File: config.mk
export PLATFORM = sky130hd
export DESIGN_NAME = tt_bus_target
export DESIGN_NICKNAME = d
export VERILOG_FILES = /design/src/rtl/tt_bus_pkg.sv /design/src/rtl/tt_bus_sync.sv /design/src/rtl/tt_bus_target.sv
export SDC_FILE = /design/constraint.sdc
export NUM_CORES = 1
export LEC_CHECK = 0
export ABC_AREA = 1
export CAP_MARGIN = 10
export CORE_MARGIN = 10
export CORE_UTILIZATION = 53
export CTS_CLUSTER_DIAMETER = 150
export CTS_CLUSTER_SIZE = 28
export DETAILED_ROUTE_END_ITERATION = 8
export PLACE_DENSITY_LB_ADDON = 0.15
export RECOVER_POWER = 25
export SETUP_SLACK_MARGIN = 0.3
export SLEW_MARGIN = 20
export SYNTH_ARGS = -nofsm -noshare
export SYNTH_HDL_FRONTEND = slang
export SYNTH_SLANG_ARGS = --single-unit
export TNS_END_PERCENT = 10
File: constraint.sdc
create_clock -name clk -period 2.6 [get_ports clk]
set_clock_uncertainty 0.1 [all_clocks]
set_input_delay 0.39 -clock clk [delete_from_list [all_inputs] [get_ports clk]]
set_output_delay 0.39 -clock clk [all_outputs]
set_load 0.05 [all_outputs]
File: src/rtl/tt_bus_pkg.sv
// tt_bus_pkg: shared phase constants, FSM state encoding and phase-step helper
// for the tt_bus_target byte-handshake bus target.
package tt_bus_pkg;

  localparam logic [1:0] PH_ADDR_LO = 2'd0;
  localparam logic [1:0] PH_ADDR_HI = 2'd1;
  localparam logic [1:0] PH_DATA    = 2'd2;

  typedef enum logic [1:0] {
    S_WAIT = 2'd0,
    S_MEM  = 2'd1,
    S_ACK  = 2'd2,
    S_HOLD = 2'd3
  } state_t;

  // ADDR_LO -> ADDR_HI -> DATA -> ADDR_LO; the unused code 3 also returns to ADDR_LO.
  function automatic logic [1:0] next_phase(input logic [1:0] ph);
    case (ph)
      PH_ADDR_LO: next_phase = PH_ADDR_HI;
      PH_ADDR_HI: next_phase = PH_DATA;
      default:    next_phase = PH_ADDR_LO;
    endcase
  endfunction

endpackage

File: src/rtl/tt_bus_sync.sv
// tt_bus_sync: W-bit two-flop synchroniser, asynchronous active-low reset to 0.
// Used by tt_bus_target only when TT_BUS_SYNC_EN is defined.
module tt_bus_sync #(
  parameter int W = 1
) (
  input  logic         clk,
  input  logic         rst_n,
  input  logic [W-1:0] d,
  output logic [W-1:0] q
);

  logic [W-1:0] meta_q;
  logic [W-1:0] sync_q;

  // Two back-to-back flops give metastability settling time before use.
  always_ff @(posedge clk or negedge rst_n) begin
    if (!rst_n) begin
      meta_q <= '0;
      sync_q <= '0;
    end else begin
      meta_q <= d;
      sync_q <= meta_q;
    end
  end

  assign q = sync_q;

endmodule

File: src/rtl/tt_bus_target.sv
// tt_bus_target: target side of the 8080 core strobe/ack byte bus.
// Collects address-low, address-high and data bytes, performs one req/ready
// memory access per transfer and drives read data back on the shared bus.
// Optional build macro TT_BUS_SYNC_EN: when defined, strobe_in/rd_in/wr_in go
// through a 2-flop synchroniser (adds 2 cycles of latency to all three alike).
module tt_bus_target
  import tt_bus_pkg::*;
#(
  parameter int ACK_HOLD = 1
) (
  input  logic        clk,
  input  logic        rst_n,
  input  logic        strobe_in,
  input  logic        rd_in,
  input  logic        wr_in,
  output logic        ack_out,
  input  logic [7:0]  bus_in,
  output logic [7:0]  bus_out,
  output logic        bus_oe,
  output logic        mem_req,
  output logic        mem_we,
  output logic [15:0] mem_addr,
  output logic [7:0]  mem_wdata,
  input  logic [7:0]  mem_rdata,
  input  logic        mem_ready
);

  localparam logic [2:0] HOLD_INIT = 3'(ACK_HOLD);

  logic strb;
  logic rd;
  logic wr;

`ifdef TT_BUS_SYNC_EN
  logic [2:0] sync_out;

  tt_bus_sync #(.W(3)) u_sync (
    .clk   (clk),
    .rst_n (rst_n),
    .d     ({strobe_in, rd_in, wr_in}),
    .q     (sync_out)
  );

  assign {strb, rd, wr} = sync_out;
`else
  assign strb = strobe_in;
  assign rd   = rd_in;
  assign wr   = wr_in;
`endif

  state_t      state_q, state_d;
  logic [1:0]  phase_q, phase_d;
  logic [2:0]  cnt_q, cnt_d;
  logic [15:0] addr_q, addr_d;
  logic        we_q, we_d;
  logic [7:0]  wdata_q, wdata_d;
  logic [7:0]  rdata_q, rdata_d;
  logic        ack_q, ack_d;
  logic        req_q, req_d;
  logic        oe_q, oe_d;
  logic [7:0]  bus_out_q, bus_out_d;
  logic [1:0]  ph;

  // Next-state, byte capture and registered-output decode.
  always_comb begin
    ph        = (phase_q == 2'd3) ? PH_ADDR_LO : phase_q;
    state_d   = state_q;
    phase_d   = ph;
    cnt_d     = cnt_q;
    addr_d    = addr_q;
    we_d      = we_q;
    wdata_d   = wdata_q;
    rdata_d   = rdata_q;

    unique case (state_q)
      S_WAIT: begin
        // Core idle mid-sequence (or reset on its side): realign to ADDR_LO.
        if (phase_q != PH_ADDR_LO && !rd && !wr) begin
          phase_d = PH_ADDR_LO;
        end else if (strb) begin
          case (ph)
            PH_ADDR_LO: begin
              addr_d[7:0] = bus_in;
              state_d     = S_ACK;
            end
            PH_ADDR_HI: begin
              addr_d[15:8] = bus_in;
              state_d      = S_ACK;
            end
            default: begin
              // wr wins when both status lines are high.
              we_d = wr;
              if (wr) wdata_d = bus_in;
              state_d = S_MEM;
            end
          endcase
        end
      end
      S_MEM: begin
        if (mem_ready) begin
          if (!we_q) rdata_d = mem_rdata;
          state_d = S_ACK;
        end
      end
      S_ACK: begin
        if (!strb) begin
          state_d = S_HOLD;
          cnt_d   = HOLD_INIT;
        end
      end
      S_HOLD: begin
        if (cnt_q <= 3'd1) begin
          cnt_d   = 3'd0;
          state_d = S_WAIT;
          phase_d = next_phase(ph);
        end else begin
          cnt_d = cnt_q - 3'd1;
        end
      end
    endcase

    // Outputs are decoded from the next state so they come straight off flops.
    ack_d     = (state_d == S_ACK) || (state_d == S_HOLD);
    req_d     = (state_d == S_MEM);
    oe_d      = ack_d && (phase_d == PH_DATA) && !we_d;
    bus_out_d = oe_d ? rdata_d : 8'h00;
  end

  // State and datapath registers; reset aborts any transfer in flight.
  always_ff @(posedge clk or negedge rst_n) begin
    if (!rst_n) begin
      state_q   <= S_WAIT;
      phase_q   <= PH_ADDR_LO;
      cnt_q     <= 3'd0;
      addr_q    <= 16'h0000;
      we_q      <= 1'b0;
      wdata_q   <= 8'h00;
      rdata_q   <= 8'h00;
      ack_q     <= 1'b0;
      req_q     <= 1'b0;
      oe_q      <= 1'b0;
      bus_out_q <= 8'h00;
    end else begin
      state_q   <= state_d;
      phase_q   <= phase_d;
      cnt_q     <= cnt_d;
      addr_q    <= addr_d;
      we_q      <= we_d;
      wdata_q   <= wdata_d;
      rdata_q   <= rdata_d;
      ack_q     <= ack_d;
      req_q     <= req_d;
      oe_q      <= oe_d;
      bus_out_q <= bus_out_d;
    end
  end

  assign ack_out   = ack_q;
  assign mem_req   = req_q;
  assign mem_we    = we_q;
  assign mem_addr  = addr_q;
  assign mem_wdata = wdata_q;
  assign bus_oe    = oe_q;
  assign bus_out   = bus_out_q;

endmodule

==> out/metrics.yaml, run 1 <==
timing:
  setup_viol: 0
  slew_viol_final: 0
  fmax_mhz: 472
  worstMarginPinSlew_ps: 944
  min_period_over_period: 0.815
  hold_viol_final: 0
  tns_ps: 0
  rsz0062_at_grt: "false"
  period_minus_slack_ps: 2120
  relSlewSlack: 0.371
cells_and_area:
  layout-drive-gt1-share: 0.125
  finalInstanceArea_um2: 3050
  n_fill_cell: 366
  multi_input_area_um2: 868
  diodes: 0
  nets: 351
  area.growth.synth_to_final_pct: 29.9
  ff_latch_area_um2: 1250
floorplan:
  die_w_um: 86.5
  die_area_um2: 7490
  core_um2: 4320
  start_util: 0.543
  die_y_um: 86.5
  fp-row-count: 24
  design.portCount: 58
cts:
  cts_made_buffers: 5
  clk_latency_ps: 300
  cts_buffer_depth: 2
  cts-root-buf: "clkbuf_8"
  cts_sinks: 50
  cts_tree: "built"
  htreeDepth: 2
  clk_pin_slew_ps: 90
worst_setup_path:
  slowest_delay_ps: 860
  crit_chain: "clkdlybuf4s50_1"
  start_kind: "register"
  crit_path_top_delay_cell: "clkdlybuf4s50_1"
  worstSetupPathType: "reg2out"
  path_buf_inv: 1
  crit_required_ps: 2110
  path_delay_family: "buffers and inverters"
  crit_arrival_ps: 1630
  end_kind: "output pin"
  critPathMaxFanout: 8
detailed_routing:
  ant_nets: 0
  wl_per_cell_um: 13.9
  drt_iter0_markers: 100
  wl_mm: 5.17
  firstDrtPassIters: 5
  viasPerCell: 4.92
  vias: 1826
  drc: 0
logic_synthesis:
  syn_inst: 257
  synth_area_um2: 2350
  ys_types: 25
  synthArstFlopShare: 1.00
  avgSynthCellArea_um2: 9.13
  yosys.area.top_type: "dfrtp_1"
  ys_warn_count: 0
  ys.flop_type: "dfrtp_1"
  synth_seq_cells: 50
  synthTopCellsByCount: "51 x nand2_1, 50 x dfrtp_1, 38 x inv_1, 23 x o21ai_1, 16 x nor2_1"
  synth_most_common_cell: "nand2_1"
  yosysTopAreaCellShare: 0.533
  synth.net_count: 290
  synth_edf_count: 0
  ys_seq_area_frac: 0.533
  synth_area_leaders: "dfrtp_1 53%, nand2_1 8.2%, inv_1 6.1%, ha_1 5.9%, o21ai_1 4.9%"
global_route:
  grt_max_degree: 22
  grt-ovfl-total: 0
  antenna_found_initial: 0
  grt_pass1_wl_mm: 8.80
  grtUsageTotal: 0.144
  grt_pass1_vias: 1821
pwr:
  p_leak_nw: 1.51
  p_per_area_nw_per_um2: 1370
  vdd_drop_max_uv: 688
  total_power_mw: 4.17
placed_design:
  place.detailed.hpwl_mm: 3.95
  place.gp.congestion: 0.795
  placed_cell_area_um2: 2950
  io_buffers: 57
status:
  status: "finished, final reports clean"
min_path:
  hold_class: "reg2reg"
run:
  cap_violations: 0
cell type report:
type	instances	share of cell area
Clock inverter	1	0.00287
Clock buffer	7	0.0283
Inverter	49	0.0604
Multi-Input combinational cell	152	0.285
Sequential cell	50	0.411
Timing Repair Buffer	60	0.191
Tap cell	52	0.0214
routing by layer:
layer | up-vias | wire (um) | GRT usage
met2 | 46 | 2520 | 0.234
met5 | - | 0 | 0
li1 | 918 | - | -
met4 | 0 | 74 | 0.0353
met1 | 854 | 2230 | 0.176
met3 | 8 | 342 | 0.0535
stage by stage:
step	hold WS, ps	std cells	worst slack (ps)	utilization
6_report	393	371	482	0.705
5_1_grt	422	371	347	0.705
4_1_cts	400	371	468	0.706
3_5_place_dp	238	362	549	0.682
3_3_place_gp	239	362	604	0.682
2_1_floorplan	-5.59	257	571	-
power breakdown:
group	total (mW)	leakage (nW)	internal (mW)	switching [mW]
logic	2.43	0.830	0.775	1.65
clock network	0.474	0.0489	0.220	0.254
registers	1.27	0.629	1.09	0.173
total	4.17	1.51	2.09	2.08
final timing paths:
check                                             start                        to  slack, ps  depth (start not counted)
worst max-delay path                  ack_out$_DFF_PN0_                   ack_out        480                          1
worst min-delay path            mem_addr[6]$_DFFE_PN0P_   mem_addr[6]$_DFFE_PN0P_        390                          2
worst max register to register        ack_out$_DFF_PN0_      bus_out[6]$_DFF_PN0_        610                          7
worst min register to register  mem_addr[6]$_DFFE_PN0P_   mem_addr[6]$_DFFE_PN0P_        390                          2
max in group asynchronous                         rst_n      cnt_q[2]$_DFFE_PN0P_        650                          3
min in group asynchronous                         rst_n  mem_addr[11]$_DFFE_PN0P_        650                          2
cells by family (layout without fill, tap and decap cells):
group | after synthesis | after routing | share of synthesized area
XOR/XNOR | 1 | 1 | 0.00373
buffers and inverters | 55 | 117 | 0.0965
AND/OR/NAND/NOR | 96 | 96 | 0.205
flip-flops | 50 | 50 | 0.533
adder cells (fa/ha/maj) | 11 | 11 | 0.0587
AO/OA/AOI/OAI | 44 | 44 | 0.103
cell usage in the layout, fill, tap and decap left out:
cell type,Yosys,layout
clkdlybuf4s50_1,0,56
nand2_1,51,51
dfrtp_1,50,50
inv_1,38,38
o21ai_1,23,23
nor2_1,16,16
a21oi_1,14,14
ha_1,11,11
inv_2,10,10
nand3_1,8,8
nor3_2,8,8
clkbuf_8,0,6
nand2_2,4,4
o21ai_2,4,4
clkbuf_1,0,3
nor2_4,2,2
nand3_2,2,2
a31oi_1,2,2
or2_1,1,1
clkinv_1,1,1
nand4_1,1,1
and2_1,1,1
a21oi_2,1,1
nand3_4,1,1
nor3_1,1,1
xor2_1,1,1
inv_6,0,1
dlygate4sd3_1,0,1
clkbuf_2,0,1
flip-flops by register name, indices dropped and copies added, names as in the netlist:
name,count
state_q,1
mem_addr,16
bus_oe,1
phase_q,2
ack_out,1
cnt_q,3
mem_req,1
mem_wdata,8
mem_we,1
bus_out,8
rdata_q,8
timing repair:
action	4_1_cts	5_1_grt
resized for setup	0	0
endpoints found under the hold margin	16	0
setup buffers	0	0
hold buffers	1	0
No activity file was read; power rests on OpenSTA's default activity.
==> inputs of run 2 (changes only) <==
Settings changed: CORE_UTILIZATION 53 to 49.
Clock period 2.6 ns to 2.05 ns, I/O delays scaled along.
==> run 2 against run 1 <==
Worst hold slack improved by 3.1 ps. Worst setup slack got worse by 320 ps. Die area increased by 6.3%. Count of clock-buffer cells in the layout decreased by 2. Sequential share of layout area decreased by 1.5 points. Wire length decreased by 0.52%. Critical path type unchanged. Largest cell class unchanged.
==> out/metrics.yaml, run 2 (same netlist as run 1, synthesis figures left out) <==
cells_and_area:
  area.growth.synth_to_final_pct: 34.9
  nets: 353
  multi_input_area_um2: 926
  fin_util: 0.674
  diodes: 0
  ff_latch_area_um2: 1250
  layout_common_cells: "49 x nand2_1, 49 x dfrtp_1, 45 x clkdlybuf4s50_1"
  stdcell_count: 374
  layout-drive-gt1-share: 0.175
  largest_reg_flops: 16
  n_fill_cell: 407
detailed_routing:
  firstDrtPassIters: 4
  vias: 1806
  ant_nets: 0
  drc: 0
  wl_per_cell_um: 13.7
  viasPerCell: 4.83
  wl_mm: 5.14
  drt_iter0_markers: 75
timing:
  hold_viol_final: 0
  rsz0062_at_grt: "true"
  finalWorstSetupSlack_ps: 163
  min_period_over_period: 0.921
  worstMarginPinSlew_ps: 959
  setup_viol: 0
  fmax_mhz: 530
  period_minus_slack_ps: 1890
  tns_ps: 0
  relSlewSlack: 0.361
  slew_viol_final: 0
global_route:
  grtUsageTotal: 0.134
  grt-ovfl-total: 0
  grt_pass1_vias: 1773
  grt_pass1_wl_mm: 8.43
  grt_max_degree: 26
  antenna_found_initial: 0
worst_setup_path:
  crit_chain: "clkdlybuf4s50_1"
  start_kind: "register"
  crit_path_top_delay_cell: "clkdlybuf4s50_1"
  path_delay_family: "buffers and inverters"
  crit_arrival_ps: 1480
  r2r_slack_ps: 270
  slowest_delay_ps: 810
  worstSetupPathType: "reg2out"
  r2r_end: "bus_out[0]$_DFF_PN0_"
  timing.rr.start: "state_q[0]$_DFF_PN0_"
  end_kind: "output pin"
  rr_worst_depth: 10
  path_buf_inv: 1
  critPathMaxFanout: 2
  crit_required_ps: 1640
placed_design:
  io_buffers: 57
  dp_cells: 366
  place.gp.congestion: 0.860
  place.detailed.hpwl_mm: 3.97
  place_ws_ps: 116
pwr:
  p_seq_frac: 0.296
  switchingPower_mw: 2.68
  p_leak_nw: 1.64
  p_per_area_nw_per_um2: 1720
  pwr-share-clk: 0.125
  internal_power_mw: 2.76
  switching_share: 0.493
  pwr-share-comb: 0.579
  vdd_drop_max_uv: 845
min_path:
  hold_class: "reg2reg"
  holdCritStartpoint: "mem_addr[2]$_DFFE_PN0P_"
  holdPathEnd: "mem_addr[2]$_DFFE_PN0P_"
  whs_path_depth: 2
floorplan:
  die_w_um: 89.2
  core_um2: 4690
  die_y_um: 89.2
  design.portCount: 58
  start_util: 0.500
  die_area_um2: 7960
  fp-row-count: 25
cts:
  cts_buffer_depth: 2
  cts_sinks: 50
  cts_tree: "built"
  cts_made_buffers: 5
  cts-root-buf: "clkbuf_8"
  clk_latency_ps: 290
  clk_pin_slew_ps: 90
  htreeDepth: 2
status:
  status: "finished, final reports clean"
run:
  cap_violations: 0
[run 2: how the worst max path moves through the flow]
stage,startpoint,to,cells after the start
floorplan,ack_out$_DFF_PN0_,bus_out[4]$_DFF_PN0_,9
global placement,wr_in,mem_addr[7]$_DFFE_PN0P_,8
detailed placement,wr_in,mem_addr[7]$_DFFE_PN0P_,8
CTS,mem_addr[6]$_DFFE_PN0P_,mem_addr[6],1
global route,mem_addr[11]$_DFFE_PN0P_,mem_addr[11],1
finish,mem_addr[11]$_DFFE_PN0P_,mem_addr[11],1
[run 2: through the flow]
| step | instance area, um2 | hold WS, ps | total power [mW] |
|---|---|---|---|
| after floorplan | 2410 | -88.1 | 3.88 |
| after global placement | 3040 | 153 | 4.80 |
| after detailed placement | 3040 | 153 | 4.86 |
| after CTS | 3150 | 382 | 5.51 |
| after global routing | 3160 | 435 | 5.82 |
| final | 3160 | 396 | 5.45 |
[run 2: cell type report]
cell class,instances,area share
clock inverter,2,0.0123
sequential,50,0.396
tap,54,0.0214
clock buffer,5,0.0217
inverter,49,0.0589
multi-input combinational,152,0.293
timing repair buffer,62,0.197
[run 2: power by group through the flow]
| stage | Combinational (mW) | Clock [mW] | Sequential [mW] |
|---|---|---|---|
| after global routing | 3.42 | 0.726 | 1.67 |
| final | 3.15 | 0.679 | 1.61 |
| after detailed placement | 3.22 | 0 | 1.64 |
| after floorplan | 1.24 | 0 | 2.65 |
| after CTS | 3.21 | 0.689 | 1.62 |
| after global placement | 3.17 | 0 | 1.63 |
[run 2: worst reg2reg max path, cell delays in order, from the launching register on]
cell and delay (ps):
dfrtp_1 500, inv_1 130, ha_4 290, inv_1 50, nand2_1 60, nand3_1 70, nand2_1 70, nand2_1 60
nand2_2 90, nand2_4 120, nor3_2 180
[run 2: layer usage]
layer  global-route usage  up-vias  share of wire
li1                     -      923              -
met1                0.166      825           0.43
met2                0.217       51           0.49
met3               0.0456        7          0.074
met4               0.0390        0         0.0074
met5                    0        -              0
[run 2: what timing repair did]
| item | CTS | global route |
|---|---|---|
| gates resized for setup | 4 | 6 |
| buffers inserted | 0 | 0 |
| endpoints found under the setup margin | 45 | 60 |
| hold buffers | 1 | 0 |
| hold endpoints to repair | 14 | 0 |
